<file path="config.mk">
export PLATFORM = sky130hd
export DESIGN_NAME = game_tick_scheduler_flat
export DESIGN_NICKNAME = d
export VERILOG_FILES = /design/src/rtl/frogger_tick_pkg.sv /design/src/rtl/game_tick_scheduler_if.sv /design/src/rtl/tick_channel.sv /design/src/rtl/game_tick_scheduler.sv /design/src/flat_wrapper.sv
export SDC_FILE = /design/constraint.sdc
export NUM_CORES = 1
export LEC_CHECK = 0
export BUFFER_PORTS_ARGS = -buffer_cell sky130_fd_sc_hd__buf_2
export CAP_MARGIN = 20
export CELL_PAD_IN_SITES_DETAIL_PLACEMENT = 0
export CELL_PAD_IN_SITES_GLOBAL_PLACEMENT = 1
export CORE_AREA = 5 5 122 124
export CTS_BUF_LIST = sky130_fd_sc_hd__clkbuf_4
export DETAILED_ROUTE_END_ITERATION = 10
export DIE_AREA = 0 0 127 129
export PLACE_DENSITY = 0.74
export SLEW_MARGIN = 20
export SYNTH_ARGS = -nofsm -noshare
export SYNTH_HDL_FRONTEND = slang
export SYNTH_SLANG_ARGS = --single-unit
</file>
<file path="constraint.sdc">
create_clock -name Clk -period 4.4 [get_ports Clk]
set_input_delay 0.44 -clock Clk [delete_from_list [all_inputs] [get_ports Clk]]
set_output_delay 0.44 -clock Clk [all_outputs]
set_load 0.01 [all_outputs]
</file>
<file path="src/rtl/frogger_tick_pkg.sv">
// Shared constants, types and helpers for the Frogger game tick scheduler.
package frogger_tick_pkg;

    localparam int unsigned DEF_CLK_HZ  = 50_000_000;
    localparam int unsigned DEF_BASE_HZ = 60;
    localparam int unsigned DEF_NUM_CH  = 4;
    localparam int unsigned DEF_PER_W   = 8;
    localparam int unsigned DEF_SEC_W   = 8;

    typedef logic [DEF_PER_W-1:0] period_t;
    typedef logic [DEF_SEC_W-1:0] sec_t;

    function automatic int unsigned prescale(input int unsigned clk_hz, input int unsigned base_hz);
        return clk_hz / base_hz;
    endfunction

    // Counter width for a modulus n, never narrower than one bit.
    function automatic int unsigned cnt_width(input int unsigned n);
        return (n > 1) ? $clog2(n) : 1;
    endfunction

endpackage

</file>
<file path="src/rtl/game_tick_scheduler_if.sv">
// Control and strobe bundle between the game logic and the tick scheduler.
interface game_tick_scheduler_if
    import frogger_tick_pkg::*;
#(
    parameter int unsigned NUM_CH = DEF_NUM_CH,
    parameter int unsigned PER_W  = DEF_PER_W,
    parameter int unsigned SEC_W  = DEF_SEC_W
);
    localparam int unsigned CH_W = cnt_width(NUM_CH);

    logic              run;
    logic              cfg_we;
    logic [CH_W-1:0]   cfg_ch;
    logic [PER_W-1:0]  cfg_period;
    logic              sec_load;
    logic [SEC_W-1:0]  sec_value;
    logic              base_tick;
    logic [NUM_CH-1:0] ch_tick;
    logic              sec_tick;
    logic [SEC_W-1:0]  sec_count;
    logic              time_up;

    modport master (
        output run, cfg_we, cfg_ch, cfg_period, sec_load, sec_value,
        input  base_tick, ch_tick, sec_tick, sec_count, time_up
    );

    modport slave (
        input  run, cfg_we, cfg_ch, cfg_period, sec_load, sec_value,
        output base_tick, ch_tick, sec_tick, sec_count, time_up
    );

endinterface

</file>
<file path="src/rtl/tick_channel.sv">
// One lane channel: programmable divider of the base tick producing a one-cycle strobe.
module tick_channel #(
    parameter int unsigned PER_W = 8
) (
    input  logic             Clk,
    input  logic             Reset,
    input  logic             run,
    input  logic             base_tick,
    input  logic             we,
    input  logic [PER_W-1:0] period,
    output logic             tick
);

    logic [PER_W-1:0] period_q, period_d;
    logic [PER_W-1:0] count_q,  count_d;
    logic             tick_q,   tick_d;

    // A write restarts the lane and swallows any coincident base tick.
    always_comb begin
        period_d = period_q;
        count_d  = count_q;
        tick_d   = 1'b0;
        if (we) begin
            period_d = period;
            count_d  = '0;
        end else if (run && base_tick && (period_q != '0)) begin
            if (count_q == period_q - PER_W'(1)) begin
                count_d = '0;
                tick_d  = 1'b1;
            end else begin
                count_d = count_q + PER_W'(1);
            end
        end
    end

    always_ff @(posedge Clk or posedge Reset) begin
        if (Reset) begin
            period_q <= '0;
            count_q  <= '0;
            tick_q   <= 1'b0;
        end else begin
            period_q <= period_d;
            count_q  <= count_d;
            tick_q   <= tick_d;
        end
    end

    assign tick = tick_q;

endmodule

</file>
<file path="src/rtl/game_tick_scheduler.sv">
// Frogger timing controller: base-tick prescaler, per-lane movement strobes and
// a seconds countdown, all delivered as single-cycle enables on Clk.
module game_tick_scheduler
    import frogger_tick_pkg::*;
#(
    parameter int unsigned CLK_HZ  = DEF_CLK_HZ,
    parameter int unsigned BASE_HZ = DEF_BASE_HZ,
    parameter int unsigned NUM_CH  = DEF_NUM_CH,
    parameter int unsigned PER_W   = DEF_PER_W,
    parameter int unsigned SEC_W   = DEF_SEC_W
) (
    input logic                  Clk,
    input logic                  Reset,
    game_tick_scheduler_if.slave bus
);

    localparam int unsigned PRESCALE = prescale(CLK_HZ, BASE_HZ);
    localparam int unsigned PS_W     = cnt_width(PRESCALE);
    localparam int unsigned SD_W     = cnt_width(BASE_HZ);
    localparam int unsigned CH_W     = cnt_width(NUM_CH);

    logic [PS_W-1:0]   presc_q,     presc_d;
    logic              base_tick_q, base_tick_d;
    logic [SD_W-1:0]   subdiv_q,    subdiv_d;
    logic              sec_tick_q,  sec_tick_d;
    logic [SEC_W-1:0]  sec_count_q, sec_count_d;
    logic              time_up_q,   time_up_d;
    logic [NUM_CH-1:0] ch_tick;

    // Prescaler: base tick is registered on the wrap from PRESCALE-1.
    always_comb begin
        presc_d     = presc_q;
        base_tick_d = 1'b0;
        if (bus.run) begin
            if (presc_q == PS_W'(PRESCALE - 1)) begin
                presc_d     = '0;
                base_tick_d = 1'b1;
            end else begin
                presc_d = presc_q + PS_W'(1);
            end
        end
    end

    for (genvar i = 0; i < NUM_CH; i++) begin : g_ch
        tick_channel #(.PER_W(PER_W)) u_ch (
            .Clk       (Clk),
            .Reset     (Reset),
            .run       (bus.run),
            .base_tick (base_tick_q),
            .we        (bus.cfg_we && (bus.cfg_ch == CH_W'(i))),
            .period    (bus.cfg_period),
            .tick      (ch_tick[i])
        );
    end

    // Seconds sub-divider and countdown; a load restarts the second and beats a decrement.
    always_comb begin
        subdiv_d    = subdiv_q;
        sec_tick_d  = 1'b0;
        sec_count_d = sec_count_q;
        time_up_d   = 1'b0;
        if (bus.sec_load) begin
            subdiv_d    = '0;
            sec_count_d = bus.sec_value;
        end else begin
            if (bus.run && base_tick_q) begin
                if (subdiv_q == SD_W'(BASE_HZ - 1)) begin
                    subdiv_d   = '0;
                    sec_tick_d = 1'b1;
                end else begin
                    subdiv_d = subdiv_q + SD_W'(1);
                end
            end
            if (sec_tick_q && (sec_count_q != '0)) begin
                sec_count_d = sec_count_q - SEC_W'(1);
                time_up_d   = (sec_count_q == SEC_W'(1));
            end
        end
    end

    always_ff @(posedge Clk or posedge Reset) begin
        if (Reset) begin
            presc_q     <= '0;
            base_tick_q <= 1'b0;
            subdiv_q    <= '0;
            sec_tick_q  <= 1'b0;
            sec_count_q <= '0;
            time_up_q   <= 1'b0;
        end else begin
            presc_q     <= presc_d;
            base_tick_q <= base_tick_d;
            subdiv_q    <= subdiv_d;
            sec_tick_q  <= sec_tick_d;
            sec_count_q <= sec_count_d;
            time_up_q   <= time_up_d;
        end
    end

    assign bus.base_tick = base_tick_q;
    assign bus.ch_tick   = ch_tick;
    assign bus.sec_tick  = sec_tick_q;
    assign bus.sec_count = sec_count_q;
    assign bus.time_up   = time_up_q;

endmodule

</file>
<file path="src/flat_wrapper.sv">
// flat-port wrapper written by rule: the top's interface ports become plain ports
module game_tick_scheduler_flat import frogger_tick_pkg::*;
#(
    parameter int unsigned CLK_HZ  = DEF_CLK_HZ,
    parameter int unsigned BASE_HZ = DEF_BASE_HZ,
    parameter int unsigned NUM_CH  = DEF_NUM_CH,
    parameter int unsigned PER_W   = DEF_PER_W,
    parameter int unsigned SEC_W   = DEF_SEC_W
)
  (Clk, Reset, bus_run, bus_cfg_we, bus_cfg_ch, bus_cfg_period, bus_sec_load, bus_sec_value, bus_base_tick, bus_ch_tick, bus_sec_tick, bus_sec_count, bus_time_up);
  game_tick_scheduler_if #(.NUM_CH(NUM_CH), .PER_W(PER_W), .SEC_W(SEC_W)) bus_i ();
  input logic Clk;
  input logic Reset;
  input wire logic [$bits(bus_i.run)-1:0] bus_run;
  input wire logic [$bits(bus_i.cfg_we)-1:0] bus_cfg_we;
  input wire logic [$bits(bus_i.cfg_ch)-1:0] bus_cfg_ch;
  input wire logic [$bits(bus_i.cfg_period)-1:0] bus_cfg_period;
  input wire logic [$bits(bus_i.sec_load)-1:0] bus_sec_load;
  input wire logic [$bits(bus_i.sec_value)-1:0] bus_sec_value;
  output wire logic [$bits(bus_i.base_tick)-1:0] bus_base_tick;
  output wire logic [$bits(bus_i.ch_tick)-1:0] bus_ch_tick;
  output wire logic [$bits(bus_i.sec_tick)-1:0] bus_sec_tick;
  output wire logic [$bits(bus_i.sec_count)-1:0] bus_sec_count;
  output wire logic [$bits(bus_i.time_up)-1:0] bus_time_up;
  assign bus_i.run = bus_run;
  assign bus_i.cfg_we = bus_cfg_we;
  assign bus_i.cfg_ch = bus_cfg_ch;
  assign bus_i.cfg_period = bus_cfg_period;
  assign bus_i.sec_load = bus_sec_load;
  assign bus_i.sec_value = bus_sec_value;
  assign bus_base_tick = bus_i.base_tick;
  assign bus_ch_tick = bus_i.ch_tick;
  assign bus_sec_tick = bus_i.sec_tick;
  assign bus_sec_count = bus_i.sec_count;
  assign bus_time_up = bus_i.time_up;
  game_tick_scheduler #(.CLK_HZ(CLK_HZ), .BASE_HZ(BASE_HZ), .NUM_CH(NUM_CH), .PER_W(PER_W), .SEC_W(SEC_W)) u_core (.Clk(Clk), .Reset(Reset), .bus(bus_i));
endmodule
</file>
==> Yosys cells after proc, flatten, opt, wreduce, memory -nomap -nowiden <==
Index checks and enable logic that the tools add are counted.
{ "word_totals": {"ff_bits": 105, "inputBits": 23} }
{ "op_classes": {"n_addsub": 11, "eq_ne": 10, "mux": 37, "reduce_logical": 22} }
{ "op_table": {"columns": ["op", "n"], "rows": [
  ["2-to-1 mux 8 bit", 14],
  ["nonzero test 8 bit", 5],
  ["subtractor 8 x 1 -> 8 bit, second input constant", 5],
  ["adder 8 x 1 -> 8 bit, second input constant", 4],
  ["equality test 8 bit", 4],
  ["adder 20 x 1 -> 20 bit, second input constant", 1],
  ["equality test 20 bit, second input constant", 1],
  ["2-to-1 mux 20 bit", 1],
  ["2-to-1 mux 1 bit", 19],
  ["2-to-1 mux 6 bit", 3],
  ["nonzero test 2 bit", 6],
  ["logical AND 1 bit", 10],
  ["equality test 8 x 1 -> 1 bit, second input constant", 1],
  ["adder 6 x 1 -> 6 bit, second input constant", 1],
  ["equality test 6 bit, second input constant", 1],
  ["equality test 2 bit, second input constant", 2],
  ["equality test 2 x 1 -> 1 bit, second input constant", 1],
  ["logical NOT 2 bit", 1]
]} }

==> Longest topological paths before layout <==
Gate-level depths: netlist of the first run.
{ "logic_depth": {"depth_word": 5, "ltp_mapped": 9} }

==> Modules after synthesis <==
From an unflattened synthesis of the first run, not the netlist that was laid out.
{ "unflattened": {"hier_cells": 660, "area_unflattened_um2": 6602.6} }
{ "by_module_without_submodules": {"columns": ["module", "instances", "cells_per_inst", "area_per_inst_um2", "seq_area_each_um2"], "rows": [
  ["tick_channel", 4, 113, 1148.6, 425.4],
  ["game_tick_scheduler", 1, 208, 2008.2, 925.9]
]} }

==> Worst setup path before layout of the first run <==
No wires, ideal clock.
{ "synth_timing": {"kind": "register to register", "start": "register u_core.g_ch[2].u_ch.period_q[0]", "end": "register u_core.g_ch[2].u_ch.count_q[7]", "arrival_ns": 2.323, "required_time_ns": 4.274, "slack_ns": 1.951, "stages_incl_launch_ff": 8, "path_buffers": 1, "cell_sequence": "dfrtp_1 > or4_1 > or3_1 > a2111oi_2 > and4_1 > buf_4 > nor2_2 > a221o_1"} }
{ "synth_via": {"elab_chain_cells": 5, "elab_cells_between_ends": 8, "cone_classes": "add/sub: 1; eq/ne: 1; mux: 3; reduce/logical: 3"} }
{ "synth_rtl": {"columns": ["item", "line_no", "rtl"], "rows": [
  ["start, declared", "tick_channel.sv:14", "logic [PER_W-1:0] period_q, period_d;"],
  ["start signal, assigned", "tick_channel.sv:42", "period_q <= period_d;"],
  ["subtractor 8 x 1 -> 8 bit", "tick_channel.sv:27", "if (count_q == period_q - PER_W'(1)) begin"],
  ["equality test 8 bit", "tick_channel.sv:27", null],
  ["2-to-1 mux 8 bit", "tick_channel.sv:27", null],
  ["2-to-1 mux 8 bit", "tick_channel.sv:26", "end else if (run && base_tick && (period_q != '0)) begin"],
  ["2-to-1 mux 8 bit", "tick_channel.sv:23", "if (we) begin"],
  ["end signal, assigned", "tick_channel.sv:43", "count_q <= count_d;"],
  ["end, declared", "tick_channel.sv:15", "logic [PER_W-1:0] count_q, count_d;"]
]} }
Parallel ways exist; a longest one is shown, timed or not. The select of a mux whose other input is x is not followed.
A chain may end at the register's enable or synchronous reset.

==> Worst setup path after layout of the first run <==
{ "layout_timing": {"start": "register u_core.g_ch[0].u_ch.period_q[0]", "end": "register u_core.g_ch[0].u_ch.count_q[2]"} }
{ "layout_via": {"elab_chain_cells": 5, "elab_cells_between_ends": 8, "cone_classes": "add/sub: 1; eq/ne: 1; mux: 3; reduce/logical: 3"} }
{ "layout_rtl": {"columns": ["item", "line_no"], "rows": [
  ["start, declared", "tick_channel.sv:14"],
  ["start signal, assigned", "tick_channel.sv:42"],
  ["subtractor 8 x 1 -> 8 bit", "tick_channel.sv:27"],
  ["equality test 8 bit", "tick_channel.sv:27"],
  ["2-to-1 mux 8 bit", "tick_channel.sv:27"],
  ["2-to-1 mux 8 bit", "tick_channel.sv:26"],
  ["2-to-1 mux 8 bit", "tick_channel.sv:23"],
  ["end signal, assigned", "tick_channel.sv:43"],
  ["end, declared", "tick_channel.sv:15"]
]} }
Parallel ways exist; a longest one is shown, timed or not. The select of a mux whose other input is x is not followed.

==> metrics.md, run 1 <==
| Metric | Value |
|---|---|
| Number of clock sinks | `about 110` |
| Clock edge transition at the registers on the reported setup and hold paths | `roughly 0.15 ns` |
| Clock Skews | `0.0169 ns` |
| Classification of the worst setup path | `register to register` |
| Leading register cell type out of synthesis | `sky130_fd_sc_hd__dfrtp_1` |
| Met2 GRT Util | `27.0%` |
| Largest cells by area after synthesis | `sky130_fd_sc_hd__dfrtp_1, sky130_fd_sc_hd__nand2_1, sky130_fd_sc_hd__xnor2_1` |
| Area overhead of the layout relative to synthesis | `7.25%` |
| Share of the clock period used by the worst path | `63.5%` |
| Antenna cells | `0` |
| Worst path buffer plus inverter count | `1` |
| Met1 Track Usage GR | `21.7%` |
| Number of max-slew violations in the final report | `0` |
| Number of violations of the max-capacitance limit | `0` |
| Worst path top cell family by delay | `compound AO/OA/AOI/OAI gates` |
| Area share of the largest cell type after synthesis | `approximately 44%` |
| Most used standard cells in the synthesized netlist | `sky130_fd_sc_hd__nand2_1, sky130_fd_sc_hd__dfrtp_1, sky130_fd_sc_hd__nor2_1` |
| Highest net fanout along the worst path | `7` |
| Setup repair after global routing missed its margin | `no` |
| Arrival time at the worst endpoint | `3.15 ns` |
| Pin count of the biggest net entering global routing | `between 70 and 80` |
| Outcome | `finished, final reports clean` |
| Minimum clock period | `2.79 ns` |
| Site row count | `43` |
| Standard cell core area | `13700 sq um` |
| Initial Util | `43.6%` |
| Sequential element share of the synthesized area | `between 40% and 50%` |
| End of the worst register-to-register path | `u_core.g_ch[0].u_ch.count_q[2]` |
| Clock Root Buffer | `sky130_fd_sc_hd__clkbuf_4` |
| Number of hold-slack violations in the final timing report | `0` |
| Layout cell share with drive strength beyond 1 | `8.63%` |
| Average instance area after synthesis | `around 9 sq um` |
| Slew of the pin with the lowest slew margin | `0.900 ns` |
| Cell taking the most area after synthesis | `sky130_fd_sc_hd__dfrtp_1` |
| Worst stage delay on the critical path | `about 0.67 ns` |
| Net count reported at finish | `733` |
| Data required time of the worst path | `4.76 ns` |
| Post-DP HPWL | `9020 um` |
| Sequence of cells on the critical path | `inv_1 > ha_1 > xor2_1 > xnor2_1 > a32oi_1 > nor4_1 > a21oi_1 > a221o_1` |
| Startpoint of the worst register-to-register path | `u_core.g_ch[0].u_ch.period_q[0]` |
| Net count after synthesis | `approximately 700` |
| CP max stage cell | `sky130_fd_sc_hd__nor4_1` |
| Initial DRC Count | `266` |
| Buffers inserted during post-CTS setup optimization | `0` |
| Nature of the critical path startpoint | `register` |
| Cell area power density | `309 nW/um^2` |
| Number of distinct library cell variants in the gate-level netlist after synthesis | `57` |
| Top Ports | `38` |
| Most frequent cell after synthesis | `sky130_fd_sc_hd__nand2_1` |
| Final Routed Wirelength | `12500 um` |
| Largest voltage drop on the vdd net | `0.163 mV` |
| Grt total ovfl | `0` |
| Via total after detailed routing | `4655` |
| Maximum level of the CTS H-tree | `3` |
| CTS Buf Count | `9` |
| Average wire length per cell after detail routing | `14.3 um` |
| Number of global-route vias before repair | `4554` |
| Upper clock frequency limit | `358 MHz` |
| Clk Latency, worst-skew pair | `0.47 ns` |
| CTS Buffer Depth | `2` |
| Combined global-route utilization of all metal layers | `between 10% and 20%` |
| Number of standard cells after synthesis | `663` |
| Final Wtd Congestion | `around 0.85` |
| Final setup fails | `0` |
| Reg-to-reg slack, setup | `1.61 ns` |
| Horizontal die dimension | `around 130 um` |
| Post-synth design cell area | `between 5000 and 6000 sq um` |
| EDFF count, synth | `0` |
| Vertical die dimension | `around 130 um` |
| Count of state elements after synthesis | `about 110` |
| Summed area of non-filler cells in the final layout | `6390 sq um` |
| Filler Cell Count | `1358` |
| Antenna Nets Post-Route | `0` |
| First-pass GRT wire length | `21900 um` |
| Yosys synthesis warning count | `0` |
| Number of iterations in the first detailed-routing pass | `5` |
| Leakage power summed over all cells | `2.89 nW` |
| Placement-stage cell area | `approximately 6300 sq um` |
| Area enclosed by the die boundary | `16400 sq um` |
| Number of design rule violations left after detail routing | `0` |
| CTS tree | `done` |
| Drt via density | `5.32` |
| Antenna violations before repair | `0` |
| Post-synthesis async set-or-reset flop share | `100%` |
| Headroom to the max-slew limit | `around two fifths` |
| Type of element capturing the critical path | `register` |
| Worst R2R Path Depth | `8` |
| GRT Max-Usage Layer | `met2` |
| Setup TNS after final layout | `0 ns` |
| Class of the most critical hold timing path | `input pin to asynchronous set/reset pin` |
| Hold bufs inserted after CTS | `0` |
| Post-CTS Resized | `0` |
| Fraction of met3 tracks used by global routing | `4.03%` |
| Number of input and output port buffers inserted | `37` |
-- registers in the layout, summed over array words and instances, names as in the netlist --
register	flops
u_core.bus.base_tick	1
u_core.g_ch.u_ch.tick	4
u_core.bus.sec_tick	1
u_core.presc_q	20
u_core.g_ch.u_ch.count_q	32
u_core.subdiv_q	6
u_core.bus.sec_count	8
u_core.g_ch.u_ch.period_q	32
u_core.bus.time_up	1
-- layout make-up --
cell class                      instances  area, sq um  area share [%]
Clock buffer                           13         97.6            1.53
Clock inverter                          1         5.00          0.0784
Inverter                               20         80.1            1.25
Timing Repair Buffer                   39          200            3.13
Tap cell                              180          225            3.53
Multi-Input combinational cell        517         3150            49.3
Sequential cell                       105         2630            41.1
-- how the worst max path moves through the flow --
| stage | endpoint | slack, ns | cells after the start | startpoint |
|---|---|---|---|---|
| floorplan | u_core.bus.base_tick | 1.20 | 1 | Reset |
| global placement | u_core.g_ch[3].u_ch.count_q[7] | 1.77 | 6 | u_core.g_ch[3].u_ch.period_q[0] |
| detailed placement | u_core.g_ch[0].u_ch.count_q[2] | 1.63 | 8 | u_core.g_ch[0].u_ch.period_q[0] |
| CTS | u_core.g_ch[0].u_ch.count_q[2] | 1.60 | 8 | u_core.g_ch[0].u_ch.period_q[0] |
| global route | u_core.g_ch[0].u_ch.count_q[2] | 1.33 | 8 | u_core.g_ch[0].u_ch.period_q[0] |
| finish | u_core.g_ch[0].u_ch.count_q[2] | 1.61 | 8 | u_core.g_ch[0].u_ch.period_q[0] |
-- report_power, final --
part           internal [mW]  switching (mW)  total, mW
Combinational          0.175           0.224      0.399
Sequential              1.04           0.102       1.14
Clock                  0.136           0.298      0.434
Total                   1.35           0.624       1.98
-- cell families after synthesis --
logic type	after synthesis	synth area share (%)
mux	3	0.546
buf+inv	41	2.96
fa+ha+maj	18	3.78
simple gates	317	25.8
compound gates	116	13.5
flops	105	44.1
xor+xnor	63	9.27
-- cells in the final DEF (no fill, tap or decap), types with 3 or more instances in the layout --
cell type	instances
sky130_fd_sc_hd__a31oi_1	10
sky130_fd_sc_hd__nor2b_1	11
sky130_fd_sc_hd__dfrtp_1	105
sky130_fd_sc_hd__o21ai_0	18
sky130_fd_sc_hd__and4_1	3
sky130_fd_sc_hd__and3_1	12
sky130_fd_sc_hd__inv_1	19
sky130_fd_sc_hd__nor4_1	12
sky130_fd_sc_hd__a22o_1	13
sky130_fd_sc_hd__nand3_1	25
sky130_fd_sc_hd__nor2_1	42
sky130_fd_sc_hd__o31ai_1	6
sky130_fd_sc_hd__o21ai_1	18
sky130_fd_sc_hd__nor4b_1	3
sky130_fd_sc_hd__nor3b_1	4
sky130_fd_sc_hd__a21oi_1	10
sky130_fd_sc_hd__a221o_1	8
sky130_fd_sc_hd__clkbuf_4	13
sky130_fd_sc_hd__or4_1	4
sky130_fd_sc_hd__xnor2_1	41
sky130_fd_sc_hd__or3_1	8
sky130_fd_sc_hd__nand3b_1	4
sky130_fd_sc_hd__a2111oi_0	3
sky130_fd_sc_hd__xor2_1	22
sky130_fd_sc_hd__and2_1	9
sky130_fd_sc_hd__or2_1	5
sky130_fd_sc_hd__ha_1	18
sky130_fd_sc_hd__and3b_1	4
sky130_fd_sc_hd__a211oi_1	5
sky130_fd_sc_hd__nor3_1	20
sky130_fd_sc_hd__nand4_1	10
sky130_fd_sc_hd__a21o_1	4
sky130_fd_sc_hd__buf_2	37
sky130_fd_sc_hd__nand2_1	134
sky130_fd_sc_hd__o211ai_1	4
-- per-stage QoR --
stage                     util [%]  std cells  hold WS [ns]  power (mW)  setup slack (ns)
final                         46.7        875        0.0788        1.98              1.61
after detailed placement      46.0        861         0.483        1.56              1.63
after CTS                     46.7        875         0.140        2.01              1.60
after global placement        46.0        861         0.490        1.55              1.77
after global routing          46.7        875        0.0877        2.12              1.33
after floorplan                  -        663         0.461        1.45              1.20
-- layer usage --
layer / vias up / part of all wire, %
met2: 64 / 46
met5: - / 0
met1: 2188 / 49
li1: 2394 / -
met4: 0 / 0.91
met3: 9 / 4.0
Note: power is estimated with default switching activity, not from simulation.
==> run 2, diff against run 1 <==
--- a/config.mk
+++ b/config.mk
@@ -5,15 +5,16 @@
 export SDC_FILE = /design/constraint.sdc
 export NUM_CORES = 1
 export LEC_CHECK = 0
+export ABC_AREA = 1
 export BUFFER_PORTS_ARGS = -buffer_cell sky130_fd_sc_hd__buf_2
 export CAP_MARGIN = 20
 export CELL_PAD_IN_SITES_DETAIL_PLACEMENT = 0
 export CELL_PAD_IN_SITES_GLOBAL_PLACEMENT = 1
-export CORE_AREA = 5 5 122 124
+export CORE_AREA = 5 5 133 135
 export CTS_BUF_LIST = sky130_fd_sc_hd__clkbuf_4
 export DETAILED_ROUTE_END_ITERATION = 10
-export DIE_AREA = 0 0 127 129
-export PLACE_DENSITY = 0.74
+export DIE_AREA = 0 0 138 140
+export PLACE_DENSITY = 0.77
 export SLEW_MARGIN = 20
 export SYNTH_ARGS = -nofsm -noshare
 export SYNTH_HDL_FRONTEND = slang
==> constraint.sdc (replaced) <==
create_clock -name Clk -period 2.3 [get_ports Clk]
set_input_delay 0.23 -clock Clk [delete_from_list [all_inputs] [get_ports Clk]]
set_output_delay 0.23 -clock Clk [all_outputs]
set_load 0.01 [all_outputs]
==> run 2 against run 1 <==
Compared with the run above: die area rose by 18%; final cell count rose by 39%; clock power rose by 100%; combinational power rose to 3.5 times the previous value; register-to-register slack got worse by 1.1 ns; core utilization fell by 1.3 points; count of clock-buffer cells in the layout fell by 2; total power rose by 130%; final area rose by 16%; sequential share of layout area fell by 5.7 points; critical path depth rose by 2; wire length rose by 21%; largest power group unchanged.
==> metrics.md, run 2 <==
| Metric | Value |
|---|---|
| Top Ports | `38 (unchanged)` |
| Upper clock frequency limit | `549 MHz (was 358 MHz)` |
| Horizontal die dimension | `138 um (was 127 um)` |
| Via total after detailed routing | `5684 (was 4655)` |
| Number of standard cells after synthesis | `938 (was 663)` |
| Area enclosed by the die boundary | `19300 sq um (was 16400 sq um)` |
| Class of the most critical hold timing path | `input pin to register (was input pin to asynchronous set/reset pin)` |
| Cell area power density | `622 nW/um^2 (was 309 nW/um^2)` |
| Most frequent cell after synthesis | `sky130_fd_sc_hd__nand2_1 (unchanged)` |
| Worst stage delay on the critical path | `0.40 ns (was 0.67 ns)` |
| CTS Buf Count | `9 (unchanged)` |
| Nature of the critical path startpoint | `register (unchanged)` |
| EDFF count, synth | `0 (unchanged)` |
| Slew of the pin with the lowest slew margin | `0.674 ns (was 0.900 ns)` |
| Headroom to the max-slew limit | `55.0% (was 39.8%)` |
| Crit-path most repeated cell | `sky130_fd_sc_hd__inv_1` |
| Dpl cells | `1184 (was 861)` |
| Area taken by multi-input logic gates | `3430 sq um (was 3150 sq um)` |
| Most used standard cells in the synthesized netlist | `sky130_fd_sc_hd__nand2_1, sky130_fd_sc_hd__inv_1, sky130_fd_sc_hd__dfrtp_1 (was sky130_fd_sc_hd__nand2_1, sky130_fd_sc_hd__dfrtp_1, sky130_fd_sc_hd__nor2_1)` |
| Largest registers | `u_core.g_ch.u_ch.count_q x32, u_core.g_ch.u_ch.period_q x32, u_core.presc_q x20 (unchanged)` |
| First-pass GRT wire length | `26500 um (was 21900 um)` |
| Number of input and output port buffers inserted | `37 (unchanged)` |
| Overall power of the completed layout | `4.61 mW (was 1.98 mW)` |
| Minimum clock period | `1.82 ns (was 2.79 ns)` |
| Largest cells by area after synthesis | `sky130_fd_sc_hd__dfrtp_1, sky130_fd_sc_hd__nand2_1, sky130_fd_sc_hd__inv_1 (was sky130_fd_sc_hd__dfrtp_1, sky130_fd_sc_hd__nand2_1, sky130_fd_sc_hd__xnor2_1)` |
| Area overhead of the layout relative to synthesis | `10.0% (was 7.25%)` |
| Cell taking the most area after synthesis | `sky130_fd_sc_hd__dfrtp_1 (unchanged)` |
| Initial DRC Count | `370 (was 266)` |
| Combined global-route utilization of all metal layers | `16.3% (was 16.2%)` |
| Highest net fanout along the worst path | `8 (was 7)` |
| CTS Buffer Depth | `2 (unchanged)` |
| Initial Util | `41.3% (was 43.6%)` |
| Number of global-route vias before repair | `5465 (was 4554)` |
| Antenna violations before repair | `1 (was 0)` |
| Average wire length per cell after detail routing | `12.5 um (was 14.3 um)` |
| Vertical die dimension | `140 um (was 129 um)` |
| Number of iterations in the first detailed-routing pass | `5 (unchanged)` |
| Classification of the worst setup path | `register to register (unchanged)` |
| Outcome | `finished, final reports clean (unchanged)` |
| Number of clock sinks | `105 (unchanged)` |
| Site row count | `47 (was 43)` |
| Number of design rule violations left after detail routing | `0 (unchanged)` |
| Average instance area after synthesis | `7.19 sq um (was 8.98 sq um)` |
| Drt via density | `4.69 (was 5.32)` |
| Arrival time at the worst endpoint | `2.18 ns (was 3.15 ns)` |
| Most common cell after layout, fill and taps aside | `sky130_fd_sc_hd__nand2_1 (unchanged)` |
| Reg-to-reg slack, setup | `0.48 ns (was 1.61 ns)` |
| Data required time of the worst path | `2.66 ns (was 4.76 ns)` |
| Setup repair after global routing missed its margin | `no (unchanged)` |
| Share of the clock period used by the worst path | `79.2% (was 63.5%)` |
| Clk Latency, worst-skew pair | `0.48 ns (was 0.47 ns)` |
| Sequence of cells on the critical path | `inv_1 > ha_1 > nand2_1 > inv_1 > nor3_1 > inv_1 > nor2_1 > nand2_4 > nand4_1 > nand2_1 (was inv_1 > ha_1 > xor2_1 > xnor2_1 > a32oi_1 > nor4_1 > a21oi_1 > a221o_1)` |
| Maximum level of the CTS H-tree | `3 (unchanged)` |
| CTS tree | `done (unchanged)` |
| Sequential cell area | `2630 sq um (unchanged)` |
| Leading register cell type out of synthesis | `sky130_fd_sc_hd__dfrtp_1 (unchanged)` |
| Clock Skews | `0.0273 ns (was 0.0169 ns)` |
| Post-synth design cell area | `6750 sq um (was 5950 sq um)` |
| Count of state elements after synthesis | `105 (unchanged)` |
| Antenna Nets Post-Route | `0 (unchanged)` |
| Worst hold slack | `0.0472 ns (was 0.0788 ns)` |
| Grt total ovfl | `0 (unchanged)` |
| Post-synthesis async set-or-reset flop share | `100% (unchanged)` |
| Area share of the largest cell type after synthesis | `39.0% (was 44.1%)` |
| Clock Root Buffer | `sky130_fd_sc_hd__clkbuf_4 (unchanged)` |
| Post-route non-filler standard cell count | `1213 (was 875)` |
| Number of hold-slack violations in the final timing report | `0 (unchanged)` |
| Setup TNS after final layout | `0 ns (unchanged)` |
| Final Routed Wirelength | `15200 um (was 12500 um)` |
| Clock edge transition at the registers on the reported setup and hold paths | `0.16 ns (was 0.15 ns)` |
| Type of element capturing the critical path | `register (unchanged)` |
| Leakage power summed over all cells | `3.85 nW (was 2.89 nW)` |
| Number of distinct library cell variants in the gate-level netlist after synthesis | `38 (was 57)` |
| Number of max-slew violations in the final report | `0 (unchanged)` |
| Largest voltage drop on the vdd net | `0.228 mV (was 0.163 mV)` |
| Net count after synthesis | `979 (was 704)` |
| Pin count of the biggest net entering global routing | `34 (was 79)` |
| Final Wtd Congestion | `0.793 (was 0.850)` |
| Filler Cell Count | `1753 (was 1358)` |
| Post-DP HPWL | `11400 um (was 9020 um)` |
| CP max stage cell | `sky130_fd_sc_hd__dfrtp_1 (was sky130_fd_sc_hd__nor4_1)` |
| Yosys synthesis warning count | `0 (unchanged)` |
| Most used cells in the layout excluding fill and tap cells | `sky130_fd_sc_hd__nand2_1, sky130_fd_sc_hd__inv_1, sky130_fd_sc_hd__dfrtp_1 (was sky130_fd_sc_hd__nand2_1, sky130_fd_sc_hd__dfrtp_1, sky130_fd_sc_hd__nor2_1)` |
| Net count reported at finish | `1029 (was 733)` |
| Number of violations of the max-capacitance limit | `0 (unchanged)` |
| Standard cell core area | `16300 sq um (was 13700 sq um)` |
| Sequential element share of the synthesized area | `39.0% (was 44.1%)` |
| Final setup fails | `0 (unchanged)` |
| Layout cell share with drive strength beyond 1 | `11.2% (was 8.63%)` |
-- run 2: cell types whose count changed in the layout (fill, tap and decap cells not counted), moves of 12 or more --
cell,change
sky130_fd_sc_hd__nor2_1,+36
sky130_fd_sc_hd__o21ai_0,+35
sky130_fd_sc_hd__inv_1,+115
sky130_fd_sc_hd__inv_2,+16
sky130_fd_sc_hd__xnor2_1,-26
sky130_fd_sc_hd__xor2_1,+16
sky130_fd_sc_hd__a22o_1,-13
sky130_fd_sc_hd__and3_1,-12
sky130_fd_sc_hd__nand4_1,+28
sky130_fd_sc_hd__o21ai_1,-12
sky130_fd_sc_hd__dlygate4sd3_1,+13
sky130_fd_sc_hd__nand2_1,+146
sky130_fd_sc_hd__nand3_1,+41
-- run 2: timing repair --
action | 4_1_cts | 5_1_grt
buffers inserted | 0 | 0
endpoints found under the hold margin | 39 | 1
resized for setup | 0 | 0
hold buffers | 12 | 1
-- run 2: metrics by stage --
step | cell area, sq um | worst slack (ns) | utilization, %
6_report | 7420 | 0.479 | 45.4
5_1_grt | 7420 | 0.208 | 45.4
3_3_place_gp | 7180 | 0.478 | 43.9
3_5_place_dp | 7180 | 0.469 | 43.9
4_1_cts | 7410 | 0.474 | 45.3
2_1_floorplan | 6750 | 0.703 | -
-- run 2: layout make-up --
| cell class | instances | share of cell area, % |
|---|---|---|
| antenna | 1 | 0.0337 |
| clock buffer | 11 | 1.11 |
| clock inverter | 4 | 0.421 |
| inverter | 152 | 7.77 |
| multi-input combinational | 663 | 46.3 |
| sequential | 105 | 35.4 |
| tap | 220 | 3.71 |
| timing repair buffer | 57 | 5.29 |
-- run 2: path summary, 6_finish.rpt --
kind                       depth (start not counted)                              end                            start
max in group asynchronous                          4   u_core.g_ch[1].u_ch.count_q[6]                            Reset
setup reg to reg                                  10   u_core.g_ch[2].u_ch.count_q[6]  u_core.g_ch[2].u_ch.period_q[0]
min in group asynchronous                          3             u_core.bus.base_tick                            Reset
hold reg to reg                                    1               u_core.presc_q[16]               u_core.presc_q[16]
hold / removal                                     3  u_core.g_ch[1].u_ch.period_q[3]                bus_cfg_period[3]
setup / recovery                                  10   u_core.g_ch[2].u_ch.count_q[6]  u_core.g_ch[2].u_ch.period_q[0]
-- run 2: where the power goes --
part	internal [mW]	switching [mW]
Combinational	0.520	0.855
Clock	0.243	0.630
Sequential	2.07	0.294
Total	2.84	1.78
-- run 2: critical path: cells and delay by family, from the launching register on --
family                     cells  cell delay [ns]
and+or+nand+nor                6             0.75
DFF                            1             0.40
buffers and inverters          3             0.29
adders and majority gates      1             0.29
-- run 2: routing by layer --
layer  vias up  global-route usage [%]  share of wire, %
li1       3053                       -                 -
met1      2557                    22.5                51
met2        57                    26.4                46
met3        17                    2.32               1.9
met4         0                    5.62               1.8
met5         -                       0                 0
-- run 2: cells by family after synthesis --
group / count (synthesis) / share of synthesized area, %
flip-flops: 105 / 39.0
buffers and inverters: 170 / 10.1
XOR/XNOR: 53 / 6.88
adder cells (fa/ha/maj): 18 / 3.34
AO/OA/AOI/OAI: 80 / 6.38
AND/OR/NAND/NOR: 512 / 34.3
==> run 3, diff against run 2 <==
==> constraint.sdc (replaced) <==
create_clock -name Clk -period 1.59 [get_ports Clk]
set_input_delay 0.159 -clock Clk [delete_from_list [all_inputs] [get_ports Clk]]
set_output_delay 0.159 -clock Clk [all_outputs]
set_load 0.01 [all_outputs]
==> run 3 against run 2 <==
Compared with the run above: critical endpoint is now u_core.g_ch[0].u_ch.count_q[1]; total power rose by 62%; final cell count grew 4.5%; die area is the same; hold slack got worse by 0.0057 ns; sequential cell count is the same; count of clock-buffer cells in the layout is 2 lower; register-to-register slack lost 0.54 ns; via count rose by 5.7%; clock power rose by 42%; sequential power is 44% higher; the flow now finishes with violations (negative setup slack); fmax up 10%.
==> metrics.md, run 3 (synthesis gave the netlist of run 2 again) <==
| Metric | Value |
|---|---|
| Outcome | `complete, but fails checks (was finished, final reports clean)` |
| Violations in the final reports | `negative setup slack` |
| Largest voltage drop on the vdd net | `0.379 mV (was 0.228 mV)` |
| Worst hold stages | `3 (unchanged)` |
| Share of power burned in the clock network | `16.6% (was 18.9%)` |
| Layout cell share with drive strength beyond 1 | `23.8% (was 11.2%)` |
| Data required time of the worst path | `1.95 ns (was 2.66 ns)` |
| First-pass GRT wire length | `27000 um (was 26500 um)` |
| Met2 GRT Util | `27.3% (was 26.4%)` |
| Worst path top cell family by delay | `simple AND/OR/NAND/NOR gates (unchanged)` |
| Met1 Track Usage GR | `23.4% (was 22.5%)` |
| Arrival time at the worst endpoint | `2.01 ns (was 2.18 ns)` |
| Initial DRC Count | `319 (was 370)` |
| Number of design rule violations left after detail routing | `0 (unchanged)` |
| Most common cell after layout, fill and taps aside | `sky130_fd_sc_hd__nand2_1 (unchanged)` |
| Switching Power | `2.97 mW (was 1.78 mW)` |
| Vertical die dimension | `140 um (unchanged)` |
| Setup TNS after final layout | `-0.289 ns (was 0 ns)` |
| CTS Buf Count | `9 (unchanged)` |
| Highest net fanout along the worst path | `5 (was 8)` |
| Antenna violations before repair | `1 (unchanged)` |
| Type of element capturing the critical path | `register (unchanged)` |
| Area overhead of the layout relative to synthesis | `23.0% (was 10.0%)` |
| Worst R2R Path Depth | `7 (was 10)` |
| Top Ports | `38 (unchanged)` |
| Fraction of met3 tracks used by global routing | `1.84% (was 2.32%)` |
| Standard cell core area | `16300 sq um (unchanged)` |
| Filler Cell Count | `1684 (was 1753)` |
| Combinational fraction of design power | `37.7% (was 29.8%)` |
| Number of hold-slack violations in the final timing report | `0 (unchanged)` |
| Final Wtd Congestion | `0.826 (was 0.793)` |
| Number of clock sinks | `105 (unchanged)` |
| Initial Util | `41.3% (unchanged)` |
| Number of iterations in the first detailed-routing pass | `5 (unchanged)` |
| Sequence of cells on the critical path | `nor2_1 > nand2_1 > nor2_1 > xor2_2 > nand3_4 > nand3_2 > o21ai_1 (was inv_1 > ha_1 > nand2_1 > inv_1 > nor3_1 > inv_1 > nor2_1 > nand2_4 > nand4_1 > nand2_1)` |
| CTS tree | `done (unchanged)` |
| Slew of the pin with the lowest slew margin | `0.497 ns (was 0.674 ns)` |
| Area enclosed by the die boundary | `19300 sq um (unchanged)` |
| Most used cells in the layout excluding fill and tap cells | `sky130_fd_sc_hd__nand2_1, sky130_fd_sc_hd__inv_1, sky130_fd_sc_hd__dfrtp_1 (unchanged)` |
| Post-DP HPWL | `11600 um (was 11400 um)` |
| Class of the most critical hold timing path | `input pin to register (unchanged)` |
| Internal Pwr Total | `4.51 mW (was 2.84 mW)` |
| Sequential Power Share | `45.7% (was 51.3%)` |
| Largest registers | `u_core.g_ch.u_ch.count_q x32, u_core.g_ch.u_ch.period_q x32, u_core.presc_q x20 (unchanged)` |
| Clock Skews | `0.0180 ns (was 0.0273 ns)` |
| Minimum clock period | `1.66 ns (was 1.82 ns)` |
| Headroom to the max-slew limit | `66.7% (was 55.0%)` |
| Average wire length per cell after detail routing | `12.7 um (was 12.5 um)` |
| Crit-path most repeated cell | `sky130_fd_sc_hd__nor2_1 (was sky130_fd_sc_hd__inv_1)` |
| Number of global-route vias before repair | `5539 (was 5465)` |
| CP max stage cell | `sky130_fd_sc_hd__dfrtp_1 (unchanged)` |
| Clock Root Buffer | `sky130_fd_sc_hd__clkbuf_4 (unchanged)` |
| Leakage power summed over all cells | `4.15 nW (was 3.85 nW)` |
| Total stage count of the critical path | `7 (was 10)` |
| Number of violations of the max-capacitance limit | `0 (unchanged)` |
| Worst stage delay on the critical path | `0.47 ns (was 0.40 ns)` |
| Setup repair after global routing missed its margin | `yes (was no)` |
| Combined global-route utilization of all metal layers | `16.7% (was 16.3%)` |
| Antenna Nets Post-Route | `0 (unchanged)` |
| Number of input and output port buffers inserted | `37 (unchanged)` |
| Clock edge transition at the registers on the reported setup and hold paths | `0.17 ns (was 0.16 ns)` |
| Site row count | `47 (unchanged)` |
| Number of max-slew violations in the final report | `0 (unchanged)` |
| Share of the clock period used by the worst path | `104% (was 79.2%)` |
| Clk Latency, worst-skew pair | `0.47 ns (was 0.48 ns)` |
| Final Routed Wirelength | `16100 um (was 15200 um)` |
| Via total after detailed routing | `6010 (was 5684)` |
| Worst path buffer plus inverter count | `0 (was 3)` |
| Nature of the critical path startpoint | `register (unchanged)` |
| Classification of the worst setup path | `register to register (unchanged)` |
| Upper clock frequency limit | `604 MHz (was 549 MHz)` |
| Pin count of the biggest net entering global routing | `67 (was 34)` |
| Grt total ovfl | `0 (unchanged)` |
| Minimum setup slack in the final design | `-0.0662 ns (was 0.479 ns)` |
| Core occupancy in the finished layout | `50.7% (was 45.4%)` |
| Switching portion of total power | `39.7% (was 38.6%)` |
| Maximum level of the CTS H-tree | `3 (unchanged)` |
| Final setup fails | `10 (was 0)` |
| Net count reported at finish | `1083 (was 1029)` |
| Drt via density | `4.74 (was 4.69)` |
| Cell area power density | `902 nW/um^2 (was 622 nW/um^2)` |
| GRT Max-Usage Layer | `met2 (unchanged)` |
| CTS Buffer Depth | `2 (unchanged)` |
| Horizontal die dimension | `138 um (unchanged)` |
[run 3: cell count changes in the layout (fill, tap and decap cells not counted), sizes merged]
cell,before,now
nand3,68,70
clkbuf,11,9
dlygate4sd3,13,17
inv,151,152
buf,44,92
clkinvlp,4,2
clkinv,1,5
[run 3: path summary, 6_finish.rpt]
check                                                start                              end  slack (ns)
max                        u_core.g_ch[0].u_ch.period_q[2]   u_core.g_ch[0].u_ch.count_q[1]       -0.07
max reg2reg                u_core.g_ch[0].u_ch.period_q[2]   u_core.g_ch[0].u_ch.count_q[1]       -0.07
min                                          bus_cfg_ch[1]  u_core.g_ch[1].u_ch.period_q[0]        0.04
max in group asynchronous                            Reset  u_core.g_ch[2].u_ch.period_q[7]        0.67
min reg2reg                             u_core.presc_q[19]               u_core.presc_q[19]        0.54
min in group asynchronous                            Reset               u_core.presc_q[14]        0.23
[run 3: area by class of cell]
cell class                 instances  area (sq um)  share of cell area [%]
multi-input combinational        665          3880                    46.7
sequential                       105          2630                    31.8
timing repair buffer             109           808                    9.75
inverter                         152           584                    7.04
tap                              220           275                    3.32
clock buffer                       9          67.6                   0.815
clock inverter                     7          45.0                   0.543
antenna                            1          2.50                  0.0302
[run 3: worst min-delay path, stage by stage]
cell	delay, ns
sky130_fd_sc_hd__buf_2	0.13
sky130_fd_sc_hd__nor3_4	0.06
sky130_fd_sc_hd__o21ai_0	0.13
[run 3: per-layer routing]
metal / up-vias / share of wire, %
li1: 3182 / -
met1: 2766 / 50
met2: 48 / 47
met3: 14 / 1.5
met4: 0 / 1.4
met5: - / 0
[run 3: repair_timing]
action                                  4_1_cts  5_1_grt
resized for setup                            43       95
hold endpoints to repair                     72        0
gates cloned                                  2        0
buffers inserted                              1       11
hold buffers                                 17        0
endpoints found under the setup margin       36       57
pin swaps                                    20       37
[run 3: through the flow]
| step | total power [mW] | cell area (sq um) | hold slack (ns) | worst slack (ns) | instances |
|---|---|---|---|---|---|
| 5_1_grt | 8.09 | 8290 | 0.0334 | -0.201 | 1268 |
| 3_5_place_dp | 5.66 | 7450 | 0.183 | -0.126 | 1220 |
| 6_report | 7.48 | 8290 | 0.0415 | -0.0662 | 1268 |
| 2_1_floorplan | 4.95 | 6750 | 0.280 | 0.0189 | 938 |
| 3_3_place_gp | 5.65 | 7450 | 0.183 | -0.105 | 1220 |
| 4_1_cts | 7.14 | 7870 | 0.00195 | -0.0466 | 1256 |
[run 3: power by group through the flow]
stage	combinational [mW]	sequential [mW]	clock, mW
5_1_grt	3.18	3.48	1.42
2_1_floorplan	1.60	3.35	0
4_1_cts	2.42	3.40	1.32
6_report	2.82	3.42	1.24
3_5_place_dp	2.22	3.44	0
3_3_place_gp	2.21	3.44	0
